File: src/rtl/pipe_hazard_ctrl.sv
// rtl/pipe_hazard_ctrl.sv - pipeline hazard control: load-use bubble, branch flush, data-memory freeze with timeout.
// Optional stall performance counters are enabled by defining HAZ_PERF_CNT_EN.
module pipe_hazard_ctrl (
    input  logic       clk,
    input  logic       rst,
    input  logic [4:0] id_rs,
    input  logic [4:0] id_rt,
    input  logic       ex_MemRead,
    input  logic [4:0] ex_rd,
    input  logic       id_branch_taken,
    input  logic       mem_req,
    input  logic       dmem_ack,
    output logic       pc_en,
    output logic       if_id_en,
    output logic       id_ex_en,
    output logic       ex_mem_en,
    output logic       if_id_flush,
    output logic       id_ex_flush,
    output logic       mem_wb_bubble,
`ifdef HAZ_PERF_CNT_EN
    output logic [15:0] lu_stall_cnt,
    output logic [15:0] mem_stall_cnt,
`endif
    output logic       mem_err
);

    typedef enum logic {RUN = 1'b0, MEM_WAIT = 1'b1} state_t;

    state_t     state, state_n;
    logic [7:0] wcnt, wcnt_n;
    logic       mem_err_q;
    logic       err_set;
    logic       freeze;
    logic       load_use;

    assign load_use = ex_MemRead && (ex_rd != 5'd0) &&
                      ((ex_rd == id_rs) || (ex_rd == id_rt));

    always_ff @(posedge clk) begin
        if (rst) begin
            state     <= RUN;
            wcnt      <= 8'd0;
            mem_err_q <= 1'b0;
        end else begin
            state <= state_n;
            wcnt  <= wcnt_n;
            if (err_set)
                mem_err_q <= 1'b1;
        end
    end

    // Next state; freeze selects the memory-stall output set, otherwise the RUN rules apply.
    always_comb begin
        state_n = state;
        wcnt_n  = wcnt;
        err_set = 1'b0;
        freeze  = 1'b0;
        if (rst) begin
            state_n = RUN;
            wcnt_n  = 8'd0;
        end else begin
            case (state)
                RUN: begin
                    if (mem_req && !dmem_ack) begin
                        freeze  = 1'b1;
                        state_n = MEM_WAIT;
                        wcnt_n  = 8'd1;
                    end
                end
                MEM_WAIT: begin
                    if (dmem_ack) begin
                        state_n = RUN;
                        wcnt_n  = 8'd0;
                    end else if (wcnt == 8'hFF) begin
                        // Abandon the access: flag the timeout and let the pipeline move on.
                        err_set = 1'b1;
                        state_n = RUN;
                        wcnt_n  = 8'd0;
                    end else begin
                        freeze = 1'b1;
                        wcnt_n = wcnt + 8'd1;
                    end
                end
                default: begin
                    state_n = RUN;
                    wcnt_n  = 8'd0;
                end
            endcase
        end
    end

    always_comb begin
        pc_en         = 1'b1;
        if_id_en      = 1'b1;
        id_ex_en      = 1'b1;
        ex_mem_en     = 1'b1;
        if_id_flush   = 1'b0;
        id_ex_flush   = 1'b0;
        mem_wb_bubble = 1'b0;
        if (rst) begin
            pc_en         = 1'b0;
            if_id_en      = 1'b0;
            id_ex_en      = 1'b0;
            ex_mem_en     = 1'b0;
            if_id_flush   = 1'b1;
            id_ex_flush   = 1'b1;
            mem_wb_bubble = 1'b1;
        end else if (freeze) begin
            pc_en         = 1'b0;
            if_id_en      = 1'b0;
            id_ex_en      = 1'b0;
            ex_mem_en     = 1'b0;
            mem_wb_bubble = 1'b1;
        end else if (load_use) begin
            pc_en       = 1'b0;
            if_id_en    = 1'b0;
            id_ex_flush = 1'b1;
        end else begin
            if_id_flush = id_branch_taken;
        end
    end

    assign mem_err = mem_err_q && !rst;

`ifdef HAZ_PERF_CNT_EN
    always_ff @(posedge clk) begin
        if (rst) begin
            lu_stall_cnt  <= 16'd0;
            mem_stall_cnt <= 16'd0;
        end else begin
            if (!freeze && load_use && (lu_stall_cnt != 16'hFFFF))
                lu_stall_cnt <= lu_stall_cnt + 16'd1;
            if (freeze && (mem_stall_cnt != 16'hFFFF))
                mem_stall_cnt <= mem_stall_cnt + 16'd1;
        end
    end
`endif

endmodule

File: config.mk
export PLATFORM = sky130hd
export DESIGN_NAME = pipe_hazard_ctrl
export DESIGN_NICKNAME = d
export VERILOG_FILES = /design/src/rtl/pipe_hazard_ctrl.sv
export SDC_FILE = /design/constraint.sdc
export NUM_CORES = 1
export LEC_CHECK = 0
export CORE_MARGIN = 2
export CORE_UTILIZATION = 44
export CTS_BUF_LIST = sky130_fd_sc_hd__clkbuf_16
export CTS_CLUSTER_SIZE = 8
export DETAILED_ROUTE_END_ITERATION = 6
export GPL_ROUTABILITY_DRIVEN = 0
export HOLD_SLACK_MARGIN = 0.06
export PLACE_DENSITY = 0.87
export SYNTH_ARGS = -nofsm -noshare
export SYNTH_HDL_FRONTEND = slang
export SYNTH_SLANG_ARGS = --single-unit
File: constraint.sdc
create_clock -name clk -period 3.8 [get_ports clk]
set_input_delay 0.57 -clock clk [delete_from_list [all_inputs] [get_ports clk]]
set_output_delay 0.57 -clock clk [all_outputs]
set_load 0.01 [all_outputs]
Word level (Yosys, flattened, before mapping)
Cells that the tools add are included.

word-level totals
  input bits = 21
  logic and storage cells = 43
  register bits = 10
  output and inout port bits = 8

operators by class
  multiplexer cells = 26
  equality and inequality tests = 4
  bitwise logic cells = 1
  add/subtract/negate cells = 1
  reductions and logical operators = 8

operators by type and width
  operator               number
  $mux W8                3
  $mux W1                21
  $pmux W8 S2            1
  $eq A5 B5 Y1           2
  $add A8 B1 Y8 const B  1
  $eq A8 B8 Y1 const B   1
  $reduce_bool A5 Y1     1
  $logic_and A1 B1 Y1    4
  $logic_not A1 Y1       2
  $ne A2 B2 Y1 const B   1
  $pmux W1 S2            1
  $logic_or A1 B1 Y1     1
  $not A1 Y1             1

Logic depth before layout (Yosys ltp)
Gate-level depths: netlist (run 1).

  depth after elaboration = 7
  gate-level depth with buffers = 6
  gate-level depth less buffers = 5

Worst setup path after synthesis (run 1)
No wires, ideal clock.

  path type = input to output
  from = input ex_rd[1]
  to = output pc_en
  buffers on the path = 1
  data required time = 3.230 ns
  stages = 4
  path slack = 1.507 ns
  arrival time = 1.723 ns
  cells stage by stage = or4_1 > o21a_1 > a21oi_1 > buf_4

on the way
  longest elaborated chain between the ends = 6
  elaborated cells between the ends (all ways) = 9
  classes of those cells = eq/ne (2); mux (3); reduce/logical (4)

ends and longest elaborated chain
  element                                                    RTL line  text
  from (decl)                                                9         input logic [4:0] ex_rd,
  $eq A5 B5 Y1 or $reduce_bool A5 Y1 (tied branches)         37, 36
  $logic_or A1 B1 Y1 or $logic_and A1 B1 Y1 (tied branches)  37, 36
  $logic_and A1 B1 Y1 *                                      36        assign load_use = ex_MemRead && (ex_rd != 5'd0) &&
  $mux W1 * (3 in series)                                    n/a
  to (decl)                                                  13        output logic pc_en,

Every way passes the cells marked *; elsewhere a longest branch is shown, timed or not.

Final worst setup path (run 1)
  from = input ex_rd[1]
  to = output if_id_flush

on the way
  longest elaborated chain between the ends = 6
  elaborated cells between the ends (all ways) = 9
  classes of those cells = eq/ne (2); mux (3); reduce/logical (4)

ends and longest elaborated chain
  element                                                    RTL line  text
  $eq A5 B5 Y1 or $reduce_bool A5 Y1 (tied branches)         37, 36
  $logic_or A1 B1 Y1 or $logic_and A1 B1 Y1 (tied branches)  37, 36
  $logic_and A1 B1 Y1 *                                      36
  $mux W1 *                                                  114       end else if (load_use) begin
  $mux W1 *                                                  108       end else if (freeze) begin
  $mux W1 *                                                  100       if (rst) begin
  to (decl)                                                  17        output logic if_id_flush,

Marks and branches as above.

==> PnR_summary.wiki, run 1 <==
{| class="wikitable"
! Metric !! Value
|-
| Ratio of final minimum period to clock period || a little over four fifths
|-
| Clock buffers created by TritonCTS || 3
|-
| Hpwl dp || 1.59 mm
|-
| Worst max-slew margin expressed relative to the limit || a little under 70%
|-
| Largest fanout on the critical path || 3
|-
| Library cells used by synthesis || 34
|-
| Sw Share || approximately 22%
|-
| Cell internal power dissipation || 287 µW
|-
| Total wirelength of the detailed-routed design || between 2 and 2.5 mm
|-
| Sequential share of power || between 20% and 30%
|-
| Data required time of the worst path || 3230 ps
|-
| Register-to-register path setup slack || 2070 ps
|-
| WS Path Type || in2out
|-
| Std cell rows || 14
|-
| Via Count || 779
|-
| FF+latch count, synth || 10
|-
| Capturing element type of the critical path || output port
|-
| Detailed-route vias per instance || between 5 and 6
|-
| Lkg Pwr || roughly 0.0004 µW
|-
| Via count of the first global-routing pass || between 700 and 800
|-
| Ratio of total power to cell area || approximately 350 nW/µm²
|-
| Outcome || finished clean
|-
| Die Y-Extent || ~44 µm
|-
| Total number of H-tree levels || 1
|-
| Proportion of power drawn by the clock network || about half
|-
| Worst hold-check path type || reg2reg
|-
| Tot GR Track Use || between 20% and 30%
|-
| Final ANT Viol Nets || 0
|-
| Post-synthesis instance area || 696 µm²
|-
| Transition time of the tightest slew-check pin || approximately 490 ps
|-
| Post-layout min period || between 3000 and 4000 ps
|-
| Starting Density || a little under half
|-
| Fraction of final layout cells sized beyond drive strength 1 || under 10%
|-
| Sum of negative setup slack || 0 ps
|-
| Overflow after GRT || 0
|-
| Fraction of power consumed by combinational cells || 19.7%
|-
| Part of the Yosys area used for sequential elements || between 20% and 30%
|-
| Final net count || approximately 140
|-
| Number of iterations in the first detailed-routing pass || 4
|-
| Post-Synthesis Mean Instance Area || 8.00 µm²
|-
| Setup violations, final || 0
|-
| Number of top-level pins || 29
|-
| Share of the core filled with cells || approximately 70%
|-
| Total net switching power || around 83 µW
|-
| MaxCap Viol Count || 0
|-
| Post-layout instance area || about 1100 µm²
|-
| Post-CTS Repair Setup Buffers || 0
|-
| Count of antenna diodes in the layout || 0
|-
| Average detailed-routed wire length per instance || 16.5 µm
|-
| Worst Clk Skew || about 8.9 ps
|-
| Signal arrival time at the worst endpoint || 2630 ps
|-
| Sink count of the clock tree || 10
|-
| Cell at the root of the clock tree || clkbuf_16
|-
| Number of instances in the synthesized netlist || just under 90
|-
| Count of fill cells added during filler insertion || ~120
|-
| Worst Slack Setup Final || 603 ps
|-
| Post-Place Setup Slack || 631 ps
|-
| Antenna violations before repair || 0
|-
| Worst IR drop on VDD || between 300 and 400 µV
|-
| Clock-pin slew on the worst setup and hold paths || 40 ps
|-
| Area added between synthesis and finish || 51.8%
|-
| Final Hold Violating Endpoints || 0
|-
| Global-route wire length before repair || ~3.7 mm
|-
| Achievable frequency || about 310 MHz
|-
| Warning count from the yosys run || 0
|-
| Maximum number of pins on one net before global-route repair || 13
|-
| Smallest hold slack || 469 ps
|-
| Die Area || between 1500 and 2000 µm²
|-
| Number of buffers inserted by port buffering || 28
|-
| CTS tree || yes
|-
| Count of cells resized by post-cts repair || 0
|-
| Drt first-iter violations || 41
|-
| Syn Nets || ~110
|-
| Number of max-slew violations in the final report || 0
|-
| Placed inst area || around 980 µm²
|-
| DRC errors left || 0
|-
| CTS Buffer Depth || 2
|-
| Clock latency on the worst-skew pair || between 200 and 250 ps
|-
| Unrepaired setup endpoints after global routing || false
|-
| Startpoint Class || input pin
|-
| Die width || 43.8 µm
|-
| Hold-fix buffers at CTS || 0
|-
| Core footprint || roughly 1500 µm²
|}
## cells in the final DEF, fill, tap and decap left out, types with 2 or more instances in the layout
cell type        count
nand2_1              8
clkbuf_16            3
and3_1               2
nor3_1               2
inv_1                3
a31oi_1              3
nor2_1               6
a21oi_1              8
nand3_1              7
nor2b_1              2
o21ai_0              3
dfxtp_1             10
clkdlybuf4s50_1     28
xnor2_1             10
## power groups by stage
stage | Sequential, µW | Clock (µW) | Combinational (µW)
after floorplan | 110 | 0 | 33.1
after global placement | 111 | 0 | 69.3
after detailed placement | 111 | 0 | 71.7
after CTS | 109 | 188 | 72.4
after global routing | 110 | 193 | 78.0
final | 109 | 188 | 72.9
## layout make-up
type / count / area, µm² / share of cell area [%]
multi-input cells: 71 / 465 / 44.1
repair buffers: 28 / 280 / 26.5
flip-flops and latches: 10 / 200 / 19.0
clock buffers: 3 / 75.1 / 7.11
well taps: 16 / 20.0 / 1.90
inverters: 3 / 11.3 / 1.07
clock inverters: 1 / 3.75 / 0.355
## flip-flops by register name, indices dropped and copies added (netlist names)
name       count
mem_err_q      1
state          1
wcnt           8
## cell families after synthesis
family                   Yosys count  share of synthesized area, %
AO/OA/AOI/OAI                     25                          24.5
AND/OR/NAND/NOR                   35                          28.1
flip-flops                        10                          28.8
buffers and inverters              6                          4.32
adder cells (fa/ha/maj)            1                          1.80
XOR/XNOR                          10                          12.6
## per-layer routing
| layer | wire (µm) | GRT usage, % | share of wire, % |
|---|---|---|---|
| met5 | 0 | 0 | 0 |
| met4 | 45 | 7.88 | 2.1 |
| met3 | 91 | 5.83 | 4.2 |
| met2 | 1160 | 45.9 | 53 |
| met1 | 884 | 29.9 | 41 |
## Yosys cell counts
| cell type | instances | area share, % |
|---|---|---|
| dfxtp_1 | 10 | 29 |
| xnor2_1 | 10 | 13 |
| a21oi_1 | 8 | 5.8 |
| nand2_1 | 8 | 4.3 |
| nand3_1 | 7 | 5.0 |
| nor2_1 | 6 | 3.2 |
| a31oi_1 | 3 | 2.7 |
| inv_1 | 3 | 1.6 |
| o21ai_0 | 3 | 2.2 |
| and3_1 | 2 | 1.8 |
| buf_4 | 2 | 2.2 |
| nor2b_1 | 2 | 1.8 |
| nor3_1 | 2 | 1.4 |
| a211oi_1 | 1 | 1.1 |
| a21o_1 | 1 | 1.1 |
| a22oi_1 | 1 | 1.1 |
| a311o_2 | 1 | 1.6 |
| a311oi_1 | 1 | 1.3 |
| a31o_1 | 1 | 1.3 |
| and2_1 | 1 | 0.90 |
| and4_1 | 1 | 1.3 |
| clkbuf_1 | 1 | 0.54 |
| ha_1 | 1 | 1.8 |
| nand2b_1 | 1 | 0.90 |
| nand3b_1 | 1 | 1.1 |
| nand3b_4 | 1 | 2.9 |
| o211a_1 | 1 | 1.4 |
| o211ai_2 | 1 | 1.8 |
| o21a_1 | 1 | 1.1 |
| o22ai_1 | 1 | 0.90 |
| o31a_1 | 1 | 1.3 |
| or3_1 | 1 | 0.90 |
| or4_1 | 1 | 1.1 |
| or4b_1 | 1 | 1.4 |
## worst max-delay path, stage by stage
cell	delay, ps
clkdlybuf4s50_1	480
or4_1	550
o21a_1	220
nand3b_4	180
o211ai_2	80
clkdlybuf4s50_1	560
## per-stage QoR
stage	std cells	power, µW
floorplan	87	143
global placement	128	180
detailed placement	128	183
CTS	132	370
global route	132	380
finish	132	370
## final timing paths
| kind | from | end | cells after the start |
|---|---|---|---|
| worst max register to register | wcnt[0]$_SDFFE_PP0P_ | wcnt[7]$_SDFFE_PP0P_ | 5 |
| worst min-delay path | mem_err_q$_SDFFE_PP0P_ | mem_err_q$_SDFFE_PP0P_ | 2 |
| worst max-delay path | ex_rd[1] | if_id_flush | 6 |
| worst min register to register | mem_err_q$_SDFFE_PP0P_ | mem_err_q$_SDFFE_PP0P_ | 2 |
Note: power is estimated with default switching activity, not from simulation.
==> inputs of run 2 (changes only) <==
- CORE_UTILIZATION: 44 -> 37
- PLACE_DENSITY: 0.87 -> 0.79
- clock period: 3.8 -> 2.65 ns (I/O delays scaled with it)
==> run 2 against run 1 <==
- critical path depth decreased by 1
- via count is 5.3% lower
- clock skew fell by 4.1 ps
- clock-buffer cell count did not move
- power grew 44%
- core utilization down 6.7 points
- sequential power is 44% higher
- first-iteration DRC count fell by 68%
- worst hold slack worse by 11 ps
- register-to-register slack worse by 960 ps
- largest power group unchanged
==> PnR_summary.wiki, run 2 (same netlist as run 1, synthesis figures left out) <==
{| class="wikitable"
! Metric !! Value
|-
| Outcome || finished clean
|-
| Number of iterations in the first detailed-routing pass || 4
|-
| Critical-path top delay cell || clkdlybuf4s50_1
|-
| Clock buffers created by TritonCTS || 3
|-
| Flip-flop count of the largest register after layout || 8
|-
| Total number of H-tree levels || 1
|-
| Cell internal power dissipation || 416 µW
|-
| Cell at the root of the clock tree || clkbuf_16
|-
| Number of buffers inserted by port buffering || 28
|-
| DRC errors left || 0
|-
| Total net switching power || ~120 µW
|-
| Unrepaired setup endpoints after global routing || false
|-
| Die Area || around 2200 µm²
|-
| Core footprint || approximately 1700 µm²
|-
| Ratio of final minimum period to clock period || roughly 95%
|-
| Largest registers || wcnt x8, mem_err_q x1, state x1
|-
| Hpwl dp || approximately 1.5 mm
|-
| CTS Buffer Depth || 2
|-
| Count of fill cells added during filler insertion || around 140
|-
| Final Hold Violating Endpoints || 0
|-
| Most used cells in the layout excluding fill and tap cells || 24 x clkdlybuf4s50_1, 10 x xnor2_1, 10 x dfxtp_1
|-
| Antenna violations before repair || 0
|-
| Sw Share || a little over a fifth
|-
| Area added between synthesis and finish || 61.2%
|-
| Detailed-route vias per instance || ~5
|-
| Tot GR Track Use || 20.7%
|-
| Std cell rows || 15
|-
| Fraction of final layout cells sized beyond drive strength 1 || a little under an eighth
|-
| WS Path Type || reg2out
|-
| Count of antenna diodes in the layout || 0
|-
| Achievable frequency || 395 MHz
|-
| Sequential share of power || about 29%
|-
| Die width || between 40 and 50 µm
|-
| Clock-pin slew on the worst setup and hold paths || ~40 ps
|-
| Setup violations, final || 0
|-
| Reg with most FFs || wcnt
|-
| Via Count || ~740
|-
| Number of max-slew violations in the final report || 0
|-
| Final net count || 146
|-
| Worst IR drop on VDD || ~400 µV
|-
| Capturing element type of the critical path || output port
|-
| Worst max-slew margin expressed relative to the limit || around three quarters
|-
| Post-CTS Repair Setup Buffers || 0
|-
| Final ANT Viol Nets || 0
|-
| Proportion of power drawn by the clock network || between 50% and 60%
|-
| Largest fanout on the critical path || 5
|-
| CTS tree || yes
|-
| Number of top-level pins || 29
|-
| Global-route wire length before repair || about 3.1 mm
|-
| Max stage delay on crit path || 550 ps
|-
| Most frequent standard cell in the layout excluding fill and tap cells || clkdlybuf4s50_1
|-
| Sink count of the clock tree || 10
|-
| MaxCap Viol Count || 0
|-
| Post-Place Setup Slack || -68.6 ps
|-
| Smallest hold slack || approximately 460 ps
|-
| Overflow after GRT || 0
|-
| Worst Slack Setup Final || ~120 ps
|-
| Die Y-Extent || about 47 µm
|-
| Worst Clk Skew || just under 5 ps
|-
| Ordered list of cells on the worst path || ha_2 > and3_1 > a311o_2 > nand2_1 > clkdlybuf4s50_1
|-
| Maximum number of pins on one net before global-route repair || 12
|-
| Post-layout min period || around 2500 ps
|-
| Lkg Pwr || approximately 0.00045 µW
|-
| Average detailed-routed wire length per instance || 13.0 µm
|-
| Ratio of total power to cell area || 475 nW/µm²
|-
| Total wirelength of the detailed-routed design || 1.92 mm
|-
| Signal arrival time at the worst endpoint || ~2100 ps
|-
| Worst hold-check path type || reg2reg
|-
| Transition time of the tightest slew-check pin || around 390 ps
|-
| Clock latency on the worst-skew pair || roughly 240 ps
|-
| Via count of the first global-routing pass || 700
|-
| Startpoint Class || flip-flop
|-
| Data required time of the worst path || roughly 2300 ps
|-
| Drt first-iter violations || 13
|-
| Fraction of power consumed by combinational cells || between 20% and 30%
|-
| Starting Density || 39.9%
|}
-- run 2: timing repair --
item,4_1_cts,5_1_grt
resized for setup,3,2
endpoints found under the hold margin,0,0
pin swaps,0,1
setup endpoints to repair,3,4
hold buffers,0,0
-- run 2: critical path, delay by kind of cell, from the launching register on --
| kind | cells | cell delay, ps |
|---|---|---|
| compound gates | 1 | 430 |
| fa+ha+maj | 1 | 230 |
| buf+inv | 1 | 550 |
| flops | 1 | 340 |
| simple gates | 2 | 340 |
-- run 2: power by group through the flow --
stage	clock network [µW]	logic (µW)	registers (µW)
2_1_floorplan	0	47.4	158
3_3_place_gp	0	108	159
3_5_place_dp	0	109	159
4_1_cts	276	107	157
5_1_grt	282	116	157
6_report	269	107	157
-- run 2: worst paths after layout --
| kind | from | cells after the start | slack (ps) | endpoint |
|---|---|---|---|---|
| max | wcnt[0]$_SDFFE_PP0P_ | 5 | 120 | mem_wb_bubble |
| max reg2reg | wcnt[0]$_SDFFE_PP0P_ | 5 | 1110 | wcnt[3]$_SDFFE_PP0P_ |
| min reg2reg | mem_err_q$_SDFFE_PP0P_ | 2 | 460 | mem_err_q$_SDFFE_PP0P_ |
| min | mem_err_q$_SDFFE_PP0P_ | 2 | 460 | mem_err_q$_SDFFE_PP0P_ |
-- run 2: cell type report --
| class | count | area, µm² | share of cell area [%] |
|---|---|---|---|
| inverters | 3 | 11.3 | 1.00 |
| clock buffers | 3 | 75.1 | 6.70 |
| clock inverters | 1 | 3.75 | 0.335 |
| well taps | 25 | 31.3 | 2.79 |
| repair buffers | 35 | 332 | 29.6 |
| multi-input cells | 71 | 468 | 41.7 |
| flip-flops and latches | 10 | 200 | 17.9 |
-- run 2: layer usage --
layer	part of all wire (%)	up-vias	GRT usage, %
met5	0	-	0
met4	1.8	0	9.44
met3	2.7	4	5.00
met2	51	9	35.4
met1	44	335	24.0
li1	-	390	-
-- run 2: stage by stage --
stage | instances | TNS [ps] | util (%) | power, µW | area, µm²
finish | 148 | 0 | 64.2 | 532 | 1120
global route | 148 | 0 | 64.2 | 555 | 1120
CTS | 148 | 0 | 63.9 | 540 | 1120
detailed placement | 144 | -182 | 59.6 | 269 | 1040
global placement | 144 | -100 | 59.6 | 267 | 1040
floorplan | 87 | 0 | - | 206 | 696
==> inputs of run 3 (changes only) <==
- CTS_BUF_LIST: sky130_fd_sc_hd__clkbuf_16 -> default
==> run 3 against run 2 <==
- wire length fell by 2.0%
- register-to-register slack got worse by 30 ps
- largest power group is now registers
- core utilization fell by 2.0 points
- critical endpoint is now if_id_flush
- critical path type unchanged
- clock skew rose by 3.1 ps
- final area fell by 3.1%
==> PnR_summary.wiki, run 3 (same netlist as run 1, synthesis figures left out) <==
{| class="wikitable"
! Metric !! Value
|-
| Worst max-slew margin expressed relative to the limit || about three quarters
|-
| Overflow after GRT || 0
|-
| Lkg Pwr || 0.000448 µW
|-
| Via Count || 760
|-
| Data required time of the worst path || 2250 ps
|-
| Number of cells after detailed placement || about 140
|-
| Origin of the worst min-delay path || mem_err_q$_SDFFE_PP0P_
|-
| Sequential standard cell area || roughly 200 µm²
|-
| Ratio of final minimum period to clock period || 93.4%
|-
| CTS tree || yes
|-
| Reg with most FFs || wcnt
|-
| Post-Place Setup Slack || -68.6 ps
|-
| Hold-fix buffers at CTS || 0
|-
| Placed inst area || ~1000 µm²
|-
| Tot GR Track Use || between 15 and 20%
|-
| Total net switching power || around 100 µW
|-
| Number of instances on the worst hold path || 2
|-
| Unrepaired setup endpoints after global routing || false
|-
| Largest registers || wcnt x8, mem_err_q x1, state x1
|-
| Area of the multi-input gates || about 470 µm²
|-
| Drt first-iter violations || 14
|-
| WS Path Type || reg2out
|-
| Die width || roughly 47 µm
|-
| Sw Share || between 20% and 30%
|-
| Final ANT Viol Nets || 0
|-
| Detailed-route vias per instance || 5.10
|-
| Cell at the root of the clock tree || clkbuf_4
|-
| Largest fanout on the critical path || 5
|-
| Area added between synthesis and finish || 56.1%
|-
| Sink count of the clock tree || 10
|-
| Flip-flop count of the largest register after layout || 8
|-
| Worst Slack Setup Final || between 150 and 200 ps
|-
| Critical-path top delay cell || a311o_2
|-
| Worst Clk Skew || slightly below 8 ps
|-
| Outcome || finished clean
|-
| Via count of the first global-routing pass || 700
|-
| Most frequent standard cell in the layout excluding fill and tap cells || clkdlybuf4s50_1
|-
| Capturing element type of the critical path || output port
|-
| Post-layout min period || around 2500 ps
|-
| Total number of H-tree levels || 1
|-
| Setup violations, final || 0
|-
| Count of placed standard cells in the final layout, fillers left out || 149
|-
| DRC errors left || 0
|-
| Startpoint Class || flip-flop
|-
| MaxCap Viol Count || 0
|-
| Ordered list of cells on the worst path || ha_2 > and3_1 > a311o_2 > buf_4 > nand3b_4 > o211ai_2 > dlygate4sd2_1
|-
| Number of top-level pins || 29
|-
| Core footprint || around 1700 µm²
|-
| Post-layout instance area || 1090 µm²
|-
| Max stage delay on crit path || slightly above 400 ps
|-
| Global-route wire length before repair || 3.03 mm
|-
| Smallest hold slack || between 400 and 500 ps
|-
| Critical R2R Capture || wcnt[3]$_SDFFE_PP0P_
|-
| Fraction of final layout cells sized beyond drive strength 1 || around 13%
|-
| Std cell rows || 15
|-
| Register-to-register path setup slack || 1080 ps
|-
| Signal arrival time at the worst endpoint || ~2100 ps
|-
| Starting Density || between 30% and 40%
|-
| Average detailed-routed wire length per instance || about 13 µm
|-
| Cell internal power dissipation || 300 µW
|-
| Clock buffers created by TritonCTS || 3
|-
| Transition time of the tightest slew-check pin || roughly 400 ps
|-
| Sequential share of power || a little under two fifths
|-
| Clock-pin slew on the worst setup and hold paths || approximately 70 ps
|-
| R2R depth || 5
|-
| Clock latency on the worst-skew pair || around 280 ps
|-
| Reg-to-reg startpoint || wcnt[0]$_SDFFE_PP0P_
|-
| Total wirelength of the detailed-routed design || about 1.9 mm
|-
| Number of iterations in the first detailed-routing pass || 6
|-
| Ratio of total power to cell area || approximately 370 nW/µm²
|-
| Fraction of power consumed by combinational cells || between 20% and 30%
|-
| Final net count || 147
|-
| Final Hold Violating Endpoints || 0
|-
| Proportion of power drawn by the clock network || a little over a third
|-
| Achievable frequency || 404 MHz
|-
| Hold EP || mem_err_q$_SDFFE_PP0P_
|-
| Die Area || 2240 µm²
|-
| Die Y-Extent || approximately 47 µm
|-
| Count of antenna diodes in the layout || 0
|-
| Hpwl dp || approximately 1.5 mm
|-
| Worst hold-check path type || reg2reg
|-
| Maximum number of pins on one net before global-route repair || 12
|-
| Count of fill cells added during filler insertion || about 150
|-
| Worst IR drop on VDD || 199 µV
|-
| Number of max-slew violations in the final report || 0
|-
| Number of buffers inserted by port buffering || 28
|-
| Most used cells in the layout excluding fill and tap cells || 21 x clkdlybuf4s50_1, 10 x xnor2_1, 10 x dfxtp_1
|-
| CTS Buffer Depth || 2
|-
| Antenna violations before repair || 0
|}
-- run 3: cell count changes in the layout (fill, tap and decap cells not counted), moves of 2 or more --
cell,previous run,this run
dlygate4sd2_1,3,5
clkbuf_16,3,0
clkdlybuf4s50_1,24,21
clkbuf_4,0,3
-- run 3: layout make-up --
cell class / instances / area share (%)
sequential: 10 / 18.4
clock buffer: 4 / 3.34
multi-input combinational: 71 / 43.1
tap: 25 / 2.88
inverter: 3 / 1.04
timing repair buffer: 36 / 31.2
-- run 3: stage by stage --
step	setup TNS (ps)	util [%]	total power [µW]
6_report	0	62.2	405
5_1_grt	0	62.2	426
4_1_cts	0	61.5	409
3_5_place_dp	-182	59.6	269
3_3_place_gp	-100	59.6	267
2_1_floorplan	0	-	206
-- run 3: what timing repair did --
| action | CTS | global route |
|---|---|---|
| endpoints found under the setup margin | 6 | 2 |
| pin swaps | 0 | 1 |
| setup buffers | 0 | 1 |
| gates resized for setup | 6 | 2 |
-- run 3: worst max-delay path by stage --
stage | end | cells after the start | from | slack (ps)
CTS | id_ex_flush | 5 | ex_rd[1] | 20
finish | if_id_flush | 7 | wcnt[0]$_SDFFE_PP0P_ | 170
floorplan | pc_en | 6 | wcnt[0]$_SDFFE_PP0P_ | 630
global route | if_id_flush | 7 | wcnt[0]$_SDFFE_PP0P_ | 100
detailed placement | if_id_en | 5 | ex_rd[1] | -70
global placement | if_id_flush | 6 | ex_rd[1] | -60
-- run 3: routing by layer --
metal / share of wire [%] / global-route usage, % / vias up
li1: - / - / 392
met1: 44 / 22.4 / 346
met2: 49 / 33.2 / 15
met3: 3.0 / 5.00 / 7
met4: 3.5 / 11.1 / 0
met5: 0 / 0 / -
-- run 3: power by group through the flow --
| stage | logic (µW) | registers (µW) | clock network (µW) |
|---|---|---|---|
| final | 106 | 156 | 143 |
| after global routing | 115 | 156 | 155 |
| after CTS | 106 | 156 | 148 |
| after detailed placement | 109 | 159 | 0 |
| after global placement | 108 | 159 | 0 |
| after floorplan | 47.4 | 158 | 0 |
-- run 3: worst max-delay path, delay by kind of cell, from the launching register on --
family | cells | cell delay (ps)
buffers and inverters | 2 | 450
AND/OR/NAND/NOR | 2 | 280
flip-flops | 1 | 350
adder cells (fa/ha/maj) | 1 | 230
AO/OA/AOI/OAI | 2 | 490
